## config.mk

```make
export PLATFORM = sky130hd
export DESIGN_NAME = dds_sweep_ctrl
export DESIGN_NICKNAME = d
export VERILOG_FILES = /design/src/rtl/dds_sweep_ctrl.sv
export SDC_FILE = /design/constraint.sdc
export NUM_CORES = 1
export LEC_CHECK = 0
export ABC_AREA = 1
export BUFFER_PORTS_ARGS = -buffer_cell sky130_fd_sc_hd__buf_4
export CORE_UTILIZATION = 65
export CTS_BUF_LIST = sky130_fd_sc_hd__clkbuf_8
export CTS_CLUSTER_DIAMETER = 100
export DETAILED_ROUTE_END_ITERATION = 6
export PLACE_DENSITY_LB_ADDON = 0.05
export SLEW_MARGIN = 25
export SYNTH_ARGS = -nofsm -noshare
export SYNTH_HDL_FRONTEND = slang
export SYNTH_SLANG_ARGS = --single-unit
```

## constraint.sdc

```tcl
create_clock -name CLK -period 6.4 [get_ports CLK]
set_input_delay 1.28 -clock CLK [delete_from_list [all_inputs] [get_ports CLK]]
set_output_delay 1.28 -clock CLK [all_outputs]
set_load 0.01 [all_outputs]
```

## src/rtl/dds_sweep_ctrl.sv

```systemverilog
// Linear frequency-sweep controller feeding a multi-cycle DDS.
// Steps FREQOUT from start to stop by step, holding each word for dwell
// DDS samples issued every div clocks; single-shot or wrapping sweeps.
module dds_sweep_ctrl #(
    parameter int FW = 32,
    parameter int CW = 16
) (
    input  logic          CLK,
    input  logic          RSTN,
    input  logic          CFGWE,
    input  logic [1:0]    CFGADDR,
    input  logic [31:0]   CFGDATA,
    input  logic          MODE,
    input  logic          START,
    input  logic          STOP,
    output logic [FW-1:0] FREQOUT,
    output logic          FREQEN,
    output logic          DDSEN,
    output logic          BUSY,
    output logic          DONE
);

    typedef enum logic [2:0] {IDLE, LOAD, RUN, STEP, FINISH} state_t;

    state_t        state_q, state_d;
    logic [FW-1:0] cfg_start_q, cfg_start_d, cfg_stop_q, cfg_stop_d, cfg_step_q, cfg_step_d;
    logic [CW-1:0] cfg_dwell_q, cfg_dwell_d, cfg_div_q, cfg_div_d;
    logic [FW-1:0] sh_start_q, sh_start_d, sh_stop_q, sh_stop_d, sh_step_q, sh_step_d;
    logic [CW-1:0] sh_dwell_q, sh_dwell_d, sh_div_q, sh_div_d;
    logic          sh_mode_q, sh_mode_d;
    logic [CW-1:0] pulse_cnt_q, pulse_cnt_d, div_cnt_q, div_cnt_d;
    logic [FW-1:0] freqout_q, freqout_d;
    logic          freqen_q, freqen_d, ddsen_q, ddsen_d, busy_q, busy_d, done_q, done_d;
    logic [FW:0]   next_sum;

    // Config register file, writable in any state.
    always_comb begin
        cfg_start_d = cfg_start_q;
        cfg_stop_d  = cfg_stop_q;
        cfg_step_d  = cfg_step_q;
        cfg_dwell_d = cfg_dwell_q;
        cfg_div_d   = cfg_div_q;
        if (CFGWE) begin
            unique case (CFGADDR)
                2'd0: cfg_start_d = CFGDATA[FW-1:0];
                2'd1: cfg_stop_d  = CFGDATA[FW-1:0];
                2'd2: cfg_step_d  = CFGDATA[FW-1:0];
                2'd3: begin
                    cfg_div_d   = CFGDATA[16 +: CW];
                    cfg_dwell_d = CFGDATA[0 +: CW];
                end
                default: ;
            endcase
        end
    end

    // Next-state and registered-output logic; outputs are computed one
    // cycle ahead so every output pin comes straight from a flop.
    always_comb begin
        state_d     = state_q;
        sh_start_d  = sh_start_q;
        sh_stop_d   = sh_stop_q;
        sh_step_d   = sh_step_q;
        sh_dwell_d  = sh_dwell_q;
        sh_div_d    = sh_div_q;
        sh_mode_d   = sh_mode_q;
        pulse_cnt_d = pulse_cnt_q;
        div_cnt_d   = div_cnt_q;
        freqout_d   = freqout_q;
        freqen_d    = 1'b0;
        ddsen_d     = 1'b0;
        done_d      = 1'b0;
        next_sum    = {1'b0, freqout_q} + {1'b0, sh_step_q};

        unique case (state_q)
            IDLE: begin
                if (START && !STOP) begin
                    state_d    = LOAD;
                    sh_start_d = cfg_start_q;
                    sh_stop_d  = cfg_stop_q;
                    sh_step_d  = cfg_step_q;
                    sh_dwell_d = (cfg_dwell_q == '0) ? CW'(1) : cfg_dwell_q;
                    sh_div_d   = (cfg_div_q == '0) ? CW'(1) : cfg_div_q;
                    sh_mode_d  = MODE;
                    freqout_d  = cfg_start_q;
                    freqen_d   = 1'b1;
                end
            end
            LOAD, STEP: begin
                state_d     = RUN;
                ddsen_d     = 1'b1;
                pulse_cnt_d = CW'(1);
                div_cnt_d   = '0;
            end
            RUN: begin
                // The step decision is made in the dwell-th pulse cycle so the
                // new word appears on the very next cycle.
                if (ddsen_q && (pulse_cnt_q == sh_dwell_q)) begin
                    if (!next_sum[FW] && (next_sum[FW-1:0] <= sh_stop_q)) begin
                        state_d   = STEP;
                        freqout_d = next_sum[FW-1:0];
                        freqen_d  = 1'b1;
                    end else if (sh_mode_q) begin
                        state_d   = STEP;
                        freqout_d = sh_start_q;
                        freqen_d  = 1'b1;
                    end else begin
                        state_d = FINISH;
                        done_d  = 1'b1;
                    end
                end else if (div_cnt_q == (sh_div_q - CW'(1))) begin
                    ddsen_d     = 1'b1;
                    div_cnt_d   = '0;
                    pulse_cnt_d = pulse_cnt_q + CW'(1);
                end else begin
                    div_cnt_d = div_cnt_q + CW'(1);
                end
            end
            FINISH: state_d = IDLE;
            default: state_d = IDLE;
        endcase

        if (STOP && (state_q != IDLE)) begin
            state_d   = IDLE;
            freqen_d  = 1'b0;
            ddsen_d   = 1'b0;
            done_d    = 1'b0;
            freqout_d = freqout_q;
        end

        busy_d = (state_d == LOAD) || (state_d == RUN) || (state_d == STEP);
    end

    // State, config, shadow, counter and output registers.
    always_ff @(posedge CLK or negedge RSTN) begin
        if (!RSTN) begin
            state_q     <= IDLE;
            cfg_start_q <= '0;
            cfg_stop_q  <= '0;
            cfg_step_q  <= '0;
            cfg_dwell_q <= '0;
            cfg_div_q   <= '0;
            sh_start_q  <= '0;
            sh_stop_q   <= '0;
            sh_step_q   <= '0;
            sh_dwell_q  <= '0;
            sh_div_q    <= '0;
            sh_mode_q   <= 1'b0;
            pulse_cnt_q <= '0;
            div_cnt_q   <= '0;
            freqout_q   <= '0;
            freqen_q    <= 1'b0;
            ddsen_q     <= 1'b0;
            busy_q      <= 1'b0;
            done_q      <= 1'b0;
        end else begin
            state_q     <= state_d;
            cfg_start_q <= cfg_start_d;
            cfg_stop_q  <= cfg_stop_d;
            cfg_step_q  <= cfg_step_d;
            cfg_dwell_q <= cfg_dwell_d;
            cfg_div_q   <= cfg_div_d;
            sh_start_q  <= sh_start_d;
            sh_stop_q   <= sh_stop_d;
            sh_step_q   <= sh_step_d;
            sh_dwell_q  <= sh_dwell_d;
            sh_div_q    <= sh_div_d;
            sh_mode_q   <= sh_mode_d;
            pulse_cnt_q <= pulse_cnt_d;
            div_cnt_q   <= div_cnt_d;
            freqout_q   <= freqout_d;
            freqen_q    <= freqen_d;
            ddsen_q     <= ddsen_d;
            busy_q      <= busy_d;
            done_q      <= done_d;
        end
    end

    assign FREQOUT = freqout_q;
    assign FREQEN  = freqen_q;
    assign DDSEN   = ddsen_q;
    assign BUSY    = busy_q;
    assign DONE    = done_q;

endmodule
```

Word-level counts from Yosys, hierarchy flattened. Cells that the tools add are included.

Bitwise operators: 1. Equality and inequality tests: 16. Mux-type cells: 34. Magnitude comparators: 1. Add/sub/neg operators: 4. Reduce and logical (&&, ||, !) cells: 24.

Operators by type and width (count): two-way mux 32 bit (4); two-way mux 16 bit (6); one-hot mux 16 bit (2 select lines) (2); one-hot mux 32 bit (2 select lines) (1); adder 32 x 32 -> 33 bit (1); adder 16 x 1 -> 16 bit, second input constant (2); equality test 16 bit (2); <= comparator 32 bit (1); zero test 16 bit (2); subtractor 16 x 1 -> 16 bit, second input constant (1); two-way mux 3 bit (5); two-way mux 1 bit (13); equality test 3 x 2 -> 1 bit, second input constant (4); AND reduction 2 bit (6); one-hot mux 3 bit (3 select lines) (1); != test 2 bit, second input constant (4); equality test 3 x 1 -> 1 bit, second input constant (2); AND reduction 5 bit (1); equality test 2 bit, second input constant (2); logical AND 1 bit (4); one-hot mux 1 bit (2 select lines) (2); nonzero test 2 bit (2); zero test 3 bit (1); != test 3 bit, second input constant (1); other kinds (8) (10).

Output and inout port bits: 36. Bits of input ports: 40. Bits in registers: 328. Logic and storage cells: 99.

Logic depth before layout (Yosys ltp).
Depth in word-level cells: 10. Mapped depth: 30. Depth with buffers taken out: 29.

Worst setup path after synthesis. OpenSTA, ideal clock, no wires.

Path type: register -> register. From: reg freqout_q[0], in the netlist FREQOUT[0]. To: reg freqout_q[26], in the netlist FREQOUT[26]. Arrival: 3156 ps. Path slack: 3127 ps. Clock period less this slack: 3273 ps. Path buffers: 1. Setup time: 116 ps. Data required time: 6284 ps. Stages on the path, launching flop included: 27. Path through: dfrtp_1 > ha_1 > inv_1 > fa_1 > inv_1 > nand3_1 > nand3_1 > nand2_1 > nand2_2 > nand2_1 > nand3_2 > nand2_1 > nand2_1 > inv_1 > ha_1 > nand2_1 > nor2_1 > nand2_1 > nor2_1 > nand4_1 > nand2_1 > clkbuf_1 > nand3_1 > nand3_1 > nand2_1 > nand2_1 > nand2_1.

Cells in the longest elaborated chain, start to end: 6. Elaborated cells on any way between the ends: 9. Classes of those cells: 1 x add/sub; 1 x order compare; 1 x eq/ne; 3 x mux; 3 x reduce/logical.

RTL lines: start, declared (line 32) `logic [FW-1:0] freqout_q, freqout_d;`; start signal, assigned (line 171) `freqout_q <= freqout_d;`; adder 32 x 32 -> 33 bit (*) (line 73) `next_sum = {1'b0, freqout_q} + {1'b0, sh_step_q};`; <= comparator 32 bit or zero test 1 bit (tied branches) (line 99) `if (!next_sum[FW] && (next_sum[FW-1:0] <= sh_stop_q)) begin`; logical AND 1 bit (line 99); two-way mux 32 bit (line 99); two-way mux 32 bit (line 98) `if (ddsen_q && (pulse_cnt_q == sh_dwell_q)) begin`; one-hot mux 32 bit (2 select lines) (line 75) `unique case (state_q)`.

Every way passes the cells marked *; elsewhere a longest branch is shown, timed or not. The select of a mux whose other input is x is not followed. A chain may end at the register's enable or synchronous reset.

Worst setup path in the final report.
From: reg freqout_q[0], in the netlist FREQOUT[0]. To: reg freqout_q[10], in the netlist FREQOUT[10].

The elaborated chain is that of the path after synthesis.

==> impl_metrics.ini <==
[synthesis]
synthAdderAreaFrac = 0.04754
synth_top_area_share = 0.4546
ys_seq_elements = 328
synth_compound_area_frac = 0.07707
synth.avg_cell_area_sq_um = 7.369
synth_ff_type = dfrtp_1
synth_top_family_by_area = simple AND/OR/NAND/NOR gates
synthArstFlopShare = 1.000
yosysSeqAreaShare = 0.4546
syn_inst = 2450
synth_edf_count = 0
yosys.area_share.simple = 0.2954
yosysWarningCount = 0
ys_types = 45
netlist_area_sq_mm = 0.01805
syn_nets = 2558
synthTopCellsByArea = dfrtp_1 (45%), nand2_1 (20%), inv_1 (6.6%)
synth_xor_area_frac = 0.03444
synth.largest_area_cell = dfrtp_1
synth_mux_area_frac = 0

[outcome]
status = completed

[sta]
worst_pin_slew_ns = 0.9430
slew_headroom = 0.3704
rsz0062_at_grt = no
period_share = 0.7771
slew_violations = 0
fin_crit_ns = 4.974
tns_ns = 0
setup_viol = 0
clock_skew_ns = 0.02963
max_freq_mhz = 201.1
hold_violations = 0

[flow_run]
cap_violations = 0

[cts]
cts_setup_buffers = 0
cts_tree = yes
clk_pin_slew_worst_paths_ns = 0.06
post_cts_resized = 0
insertion_delay_ns = 0.63
h-tree-depth = 2
numCtsBuffers = 53
cts_sinks = 328
clockRootBuffer = clkbuf_8
clk_path_buf_depth = 3
cts_hold_buf = 0

[finish]
syn2layout_area_growth_pct = 10.41
fin_cells = 2915
multi_input_area_sq_mm = 0.008238
seq_area_sq_mm = 0.008208
fin_nets = 2614
drive_gt1_frac = 0.08219
antenna_cells = 0
fillCellCount = 2170

[pwr]
finalPower_mw = 10.41
p_per_area_mw_per_mm2 = 522.0
peakVddDrop_mv = 0.3797
p_leak_nw = 10.80

[floorplan]
core-area_sq_mm = 0.02710
die_area_sq_mm = 0.02844
start_util = 0.6662
io_pins = 76
die_y_um = 168.7
row_count = 60
die_w_um = 168.7

[place]
dp_hpwl_mm = 33.81
placedCellCount = 2823
routabilityCongestion = 1.029
numPortBuffers = 75

[min_path]
min_to = sh_step_q[22]
hold_depth = 2
hp-start = cfg_step_q[22]
holdCritPathClass = flip-flop to flip-flop

[global_routing]
grt_pass1_vias = 15695
grt_max_degree = 183
track_usage = 0.3570
grt.overflow.total = 0
grt_antenna_before_repair = 1
grt_pass1_wl_mm = 79.48

[critical_path]
reg2reg_depth = 24
critPathRequiredTime_ns = 6.88
worstPathMaxFanout = 35
reg2reg_slack_ns = 1.43
timing.rr.start = FREQOUT[0]
critPathLaunchType = flip-flop
arrival_ns = 5.46
cp-end-kind = flip-flop
worstSetupPathType = flip-flop to flip-flop
reg2reg_to = FREQOUT[10]

[routing]
vias = 16032
finalWirelength_mm = 49.12
wl_per_cell_um = 16.85
vias_per_cell = 5.500
drt_iter0_drc = 1498
drc = 0
first_pass_iters = 6
ant_nets = 0
-- worst max-delay path by stage --
stage,from,end,slack (ns),cells after the start
2_1_floorplan,FREQOUT[0],FREQOUT[26],3.13,26
3_3_place_gp,FREQOUT[11],FREQOUT[24],1.65,23
3_5_place_dp,FREQOUT[10],FREQOUT[20],1.51,23
4_1_cts,FREQOUT[10],FREQOUT[10],1.47,23
5_1_grt,FREQOUT[0],FREQOUT[27],1.04,24
6_report,FREQOUT[0],FREQOUT[10],1.43,24
-- cell usage after synthesis (3+ instances only) --
cell type,n
xnor2_1,13
nor4_1,14
nand3_2,3
xor2_1,58
o21ai_1,7
nor3_1,31
nand4_1,26
nand2_4,3
nand2_1,938
ha_1,67
buf_6,4
buf_2,22
nand3_1,134
a21oi_1,35
dfrtp_1,328
nor3b_1,3
o21ai_0,219
nor2_1,108
inv_1,319
and2_1,6
clkbuf_1,49
nand3b_1,6
buf_1,8
or2_2,6
inv_2,14
nor2_2,3
-- cells by family after synthesis --
family / after synthesis
and+or+nand+nor: 1292
adders and majority gates: 68
xor gates and xnor gates: 71
DFF: 328
AOI/OAI and AO/OA: 271
buffers and inverters: 420
-- cell type report --
cell class	count	area share
flip-flops and latches	328	0.4118
repair buffers	85	0.03365
clock buffers	68	0.04695
clock inverters	24	0.007470
well taps	372	0.02335
multi-input cells	1702	0.4133
inverters	336	0.06352
-- critical path: stages, from the launching register on --
cell and delay (ns):
dfrtp_1 0.38, ha_1 0.19, inv_1 0.06, fa_1 0.43
inv_1 0.10, nand2_1 0.05, nand3_1 0.22, nand2_1 0.08
nand2_1 0.16, xor2_1 0.34, inv_1 0.11, ha_1 0.31
nand4_1 0.09, nor3_1 0.37, nand2_1 0.12, nand2_1 0.07
nand2_1 0.05, nand2_1 0.05, nand2_1 0.09, nand2_4 0.39
nand3_2 0.16, nand2_4 0.45, inv_4 0.30, nand2_1 0.14
nand2_1 0.08
-- cell usage in the layout (no fill, tap or decap), types with 2 or more instances in the layout --
cell type,synthesis,routed
o211ai_1,2,2
o21bai_1,2,2
or2_2,6,6
nand4_1,26,26
ha_1,67,67
o21a_1,2,2
nor3b_1,3,3
nand2_2,2,2
xor2_1,58,58
nor3_1,31,31
nor2_2,3,3
nor2_1,108,108
inv_6,0,2
a21oi_1,35,35
o21ai_0,219,219
nor3_2,2,2
dfrtp_1,328,328
xnor2_1,13,13
nand2_4,3,3
nor2_4,2,2
buf_12,0,2
nor4_1,14,14
buf_4,1,82
clkinv_1,2,2
nand2_1,938,938
inv_4,1,2
nand3_2,3,7
nand3_1,134,129
clkinv_2,0,5
and2_1,6,6
o21ai_1,7,7
inv_2,14,14
clkbuf_8,0,68
inv_1,319,332
nand3b_1,6,6
nand3_4,1,2
-- power breakdown --
part           total, mW  internal [mW]  switching [mW]
Clock               1.87          0.996           0.874
Combinational       5.43           1.76            3.67
Sequential          3.10           2.68           0.420
-- sequential cells by signal, indices dropped and copies added, names as in the netlist, 3 cells and up --
signal	flops
sh_step_q	32
cfg_dwell_q	16
cfg_step_q	32
cfg_stop_q	32
div_cnt_q	16
sh_div_q	16
FREQOUT	32
sh_start_q	32
cfg_start_q	32
pulse_cnt_q	16
cfg_div_q	16
sh_dwell_q	16
state_q	3
sh_stop_q	32
-- metrics by stage --
stage	worst slack, ns	utilization	hold slack, ns	cell area (sq um)
after floorplan	3.127	-	0.4422	18050
after global placement	1.649	0.6952	0.4507	18840
after detailed placement	1.515	0.6952	0.4600	18840
after CTS	1.474	0.7352	0.4715	19930
after global routing	1.042	0.7355	0.4842	19930
final	1.426	0.7355	0.4698	19930
-- routing by layer --
metal	wire [um]	global-route usage
met5	0	0
met4	1659	0.1431
met3	4025	0.07131
met2	22360	0.5710
met1	21080	0.4804
(Power assumes the default switching activity.)
